`src/rtl/serial_adder_ctrl.sv`:
```
// Bit-serial adder: one full-adder cell stepped once per clock, LSB first, registered carry.
// Optional subtract mode is compiled in with `define SERIAL_ADDER_SUB_EN.

module full_adder_cell (
  input  logic x,
  input  logic y,
  input  logic z,
  output logic s,
  output logic c
);
  logic xy_s;

  assign xy_s = x ^ y;
  assign s    = xy_s ^ z;
  assign c    = (x & y) | (z & xy_s);
endmodule

module serial_adder_ctrl #(
  parameter int WIDTH = 8
) (
  input  logic             clk,
  input  logic             rst,
  input  logic             start,
  input  logic [WIDTH-1:0] a,
  input  logic [WIDTH-1:0] b,
  input  logic             cin,
`ifdef SERIAL_ADDER_SUB_EN
  input  logic             sub,
`endif
  output logic             busy,
  output logic             done,
  output logic [WIDTH-1:0] sum,
  output logic             cout
);
  localparam int CW = (WIDTH > 1) ? $clog2(WIDTH) : 1;
  localparam logic [CW-1:0] LAST_BIT = CW'(WIDTH - 1);

  typedef enum logic [1:0] {
    ST_IDLE  = 2'd0,
    ST_SHIFT = 2'd1,
    ST_DONE  = 2'd2
  } state_t;

  state_t           state_q, state_d;
  logic [WIDTH-1:0] a_q, a_d;
  logic [WIDTH-1:0] b_q, b_d;
  logic [WIDTH-1:0] sum_q, sum_d;
  logic             carry_q, carry_d;
  logic             cout_q, cout_d;
  logic [CW-1:0]    cnt_q, cnt_d;
  logic             fa_sum_s;
  logic             fa_carry_s;

  full_adder_cell u_cell (
    .x (a_q[0]),
    .y (b_q[0]),
    .z (carry_q),
    .s (fa_sum_s),
    .c (fa_carry_s)
  );

  // State and datapath registers with synchronous reset
  always_ff @(posedge clk) begin
    if (rst) begin
      state_q <= ST_IDLE;
      a_q     <= {WIDTH{1'b0}};
      b_q     <= {WIDTH{1'b0}};
      sum_q   <= {WIDTH{1'b0}};
      carry_q <= 1'b0;
      cout_q  <= 1'b0;
      cnt_q   <= {CW{1'b0}};
    end else begin
      state_q <= state_d;
      a_q     <= a_d;
      b_q     <= b_d;
      sum_q   <= sum_d;
      carry_q <= carry_d;
      cout_q  <= cout_d;
      cnt_q   <= cnt_d;
    end
  end

  // Next-state and datapath update
  always_comb begin
    state_d = state_q;
    a_d     = a_q;
    b_d     = b_q;
    sum_d   = sum_q;
    carry_d = carry_q;
    cout_d  = cout_q;
    cnt_d   = cnt_q;
    case (state_q)
      ST_IDLE: begin
        if (start) begin
          state_d = ST_SHIFT;
          a_d     = a;
          cnt_d   = {CW{1'b0}};
`ifdef SERIAL_ADDER_SUB_EN
          // Two's-complement subtract: invert B and force carry-in to one
          b_d     = sub ? ~b : b;
          carry_d = sub ? 1'b1 : cin;
`else
          b_d     = b;
          carry_d = cin;
`endif
        end else begin
          state_d = ST_IDLE;
        end
      end
      ST_SHIFT: begin
        a_d     = a_q >> 1;
        b_d     = b_q >> 1;
        carry_d = fa_carry_s;
        sum_d   = {fa_sum_s, sum_q[WIDTH-1:1]};
        if (cnt_q == LAST_BIT) begin
          state_d = ST_DONE;
          cout_d  = fa_carry_s;
        end else begin
          cnt_d   = cnt_q + {{(CW-1){1'b0}}, 1'b1};
        end
      end
      ST_DONE: begin
        state_d = ST_IDLE;
      end
      default: begin
        state_d = ST_IDLE;
      end
    endcase
  end

  assign busy = (state_q == ST_SHIFT);
  assign done = (state_q == ST_DONE);
  assign sum  = sum_q;
  assign cout = cout_q;
endmodule

```
`config.mk`:
```
export PLATFORM = sky130hd
export DESIGN_NAME = serial_adder_ctrl
export DESIGN_NICKNAME = d
export VERILOG_FILES = /design/src/rtl/serial_adder_ctrl.sv
export SDC_FILE = /design/constraint.sdc
export NUM_CORES = 1
export LEC_CHECK = 0
export BUFFER_PORTS_ARGS = -buffer_cell sky130_fd_sc_hd__buf_2
export CAP_MARGIN = 40
export CORE_ASPECT_RATIO = 2
export CORE_MARGIN = 8
export CORE_UTILIZATION = 30
export DETAILED_ROUTE_END_ITERATION = 16
export HOLD_SLACK_MARGIN = 0.03
export PLACE_DENSITY = 0.47
export REMOVE_ABC_BUFFERS = 1
export SLEW_MARGIN = 20
export SYNTH_ARGS = -nofsm -noshare
export SYNTH_HDL_FRONTEND = slang
export SYNTH_SLANG_ARGS = --single-unit
```
`constraint.sdc`:
```
create_clock -name clk -period 1.6 [get_ports clk]
set_input_delay 0.08 -clock clk [delete_from_list [all_inputs] [get_ports clk]]
set_output_delay 0.08 -clock clk [all_outputs]
set_load 0.005 [all_outputs]
```
==> metrics.yaml <==
status: "finished clean"
cts_tree: "done"
hpwlAfterDp_mm: 2.383
power_density_nw_per_um2: 1063
wl_per_cell_um: 14.15
share_comb_of_total_power: 0.113
coreArea_sq_um: 4297
cts_setup_buffers: 0
via_per_inst: 5.055
clkSinkCount: 31
place.gp.congestion: 0.6909
path_cells: "inv_1, nor2_1, buf_2"
hold_violations: 0
dp_cells: 229
avgSynthCellArea_sq_um: 8.588
max-clock-path-buffers: 2
grt-ovfl-total: 0
dpl-instance-area_sq_um: 1501
grt_max_degree: 32
drtIter0Drc: 50
grt_pass1_wl_mm: 5.568
cts_hold_buf: 0
cts_buffers: 5
dpl_worst_slack_ns: 0.2430
tns_ns: 0
worst_ep_required_time_ns: 1.52
leakagePower_nw: 0.6530
synth_edf_count: 0
crit_type: "reg2out"
synth_top_family_by_area: "compound AO/OA/AOI/OAI gates"
layout.nets: 205
io_buffers: 30
yosys_warnings: 0
vias: 1198
fp.dieH_um: 109.9
synth-main-ff-cell: "dfxtp_1"
cp_max_fo: 16
ys_top_cells_by_count: "dfxtp_1, nor2_1, nand2_1"
p_int_mw: 1.295
antenna_found_initial: 0
num_rows: 34
synth_area_leaders: "dfxtp_1, a211oi_1, nor2_1"
switching_share: 0.2388
synth.top_cell.area_share: 0.4693
htreeDepth: 2
power_frac_clock: 0.389
critPathArrivalTime_ns: 1.35
track_usage: 0.1005
skew_ns: 0.007283
period_needed_ns: 1.431
setup_viol: 0
path_delay_family: "flip-flops"
p_seq_frac: 0.498
syn2layout_area_growth_pct: 21.10
rsz0062_at_grt: "no"
final_cells: 237
seq_area_frac_synth: 0.4693
tightest_slew_ns: 0.5686
drive_above_1_share: 0.2350
postRouteWirelength_mm: 3.353
cts.clk_slew.worst_paths_ns: 0.07
slew_headroom: 0.6209
async_flop_share: 0
die_w_um: 62.95
max_freq_mhz: 698.7
synthMuxAreaShare: 0
synth_most_common_cell: "dfxtp_1"
synthAdderAreaFrac: 0.03406
route.detailed.drc: 0
slew_violations: 0
synth_cell_type_count: 24
crit_path_end_kind: "output pin"
min_path_type: "in2reg"
synthesis.area_sq_um: 1323
grt_pass1_vias: 1228
synthSimpleGateAreaFrac: 0.1864
crit_buf_inv: 2
worstSkewPairLatency_ns: 0.28
worst_slack_ns: 0.1687
ios: 31
ys_ff_latch: 31
cts_resized: 0
yosysTopAreaCell: "dfxtp_1"
design.die.area_sq_um: 6918
ir_drop_v: 0.0006097
cp_slowest_cell: "dfxtp_1"
synth_xor_area_frac: 0
first_pass_iters: 4
postSynthCellCount: 154
slowest_delay_ns: 0.45
power_switching_mw: 0.4063
detail-route-antenna-nets: 0
start_util: 0.3078
cts_root_buffer: "clkbuf_8"
final_area_sq_um: 1602
start_kind: "flop"
final.period_utilization: 0.8946
drv_cap: 0
n_fill_cell: 472
synth_compound_area_frac: 0.2611
antenna_cells: 0
[state kept, by name, indices dropped and copies added (netlist names)]
signal   cells
a_q          8
sum          8
state_q      2
b_q          8
cout         1
carry_q      1
cnt_q        3
[worst register-to-register path, delay by kind of cell (launching register included)]
kind | cells | cell delay [ns]
flip-flops | 1 | 0.34
AO/OA/AOI/OAI | 2 | 0.21
adder cells (fa/ha/maj) | 2 | 0.50
AND/OR/NAND/NOR | 1 | 0.31
[routing by layer]
layer / track usage / up-vias / wire length, um
met5: 0 / - / 0
met4: 0.05255 / 0 / 63
met3: 0.04082 / 5 / 176
met2: 0.1820 / 27 / 1714
met1: 0.09507 / 561 / 1397
li1: - / 605 / -
[power by group through the flow]
stage / clock network, mW / logic (mW) / registers [mW]
4_1_cts: 0.681 / 0.194 / 0.848
5_1_grt: 0.712 / 0.220 / 0.854
6_report: 0.662 / 0.192 / 0.848
3_5_place_dp: 0 / 0.194 / 0.865
3_3_place_gp: 0 / 0.188 / 0.863
2_1_floorplan: 0 / 0.112 / 0.863
[metrics by stage]
| stage | utilization | hold slack (ns) | power, mW |
|---|---|---|---|
| 6_report | 0.3727 | 0.03584 | 1.702 |
| 5_1_grt | 0.3727 | 0.08024 | 1.786 |
| 4_1_cts | 0.3727 | 0.03032 | 1.724 |
| 3_5_place_dp | 0.3494 | 0.3213 | 1.059 |
| 3_3_place_gp | 0.3494 | 0.3249 | 1.051 |
| 2_1_floorplan | - | 0.1491 | 0.9747 |
[path summary, 6_finish.rpt]
path / from / slack, ns / depth (start not counted) / to
worst max register to register: cnt_q[0] / 0.18 / 5 / cnt_q[0]
worst min-delay path: b[7] / 0.04 / 3 / b_q[7]
worst min register to register: cout / 0.46 / 2 / cout
worst max-delay path: state_q[1] / 0.17 / 3 / done
[area by class of cell]
| type | count | area [sq um] | area share |
|---|---|---|---|
| Clock buffer | 8 | 100.1 | 0.06250 |
| Inverter | 3 | 11.26 | 0.007031 |
| Multi-Input combinational cell | 109 | 636.9 | 0.3977 |
| Sequential cell | 31 | 620.6 | 0.3875 |
| Tap cell | 54 | 67.56 | 0.04219 |
| Timing Repair Buffer | 32 | 165.2 | 0.1031 |
[cells in the final DEF, fill, tap and decap left out, drive strengths merged, types with 3 or more instances in the layout]
cell     count
a21oi       10
dfxtp       31
a211oi      16
o22ai        7
nand2       20
inv          3
o2bb2ai      8
a31oi        3
buf         32
clkbuf       8
nand3        5
nor2        28
[logic make-up (layout without fill, tap and decap cells)]
kind of cell,Yosys count,count (layout)
compound gates,48,48
buf+inv,14,43
fa+ha+maj,3,3
simple gates,58,58
flops,31,31
Note: power is estimated with default switching activity, not from simulation.
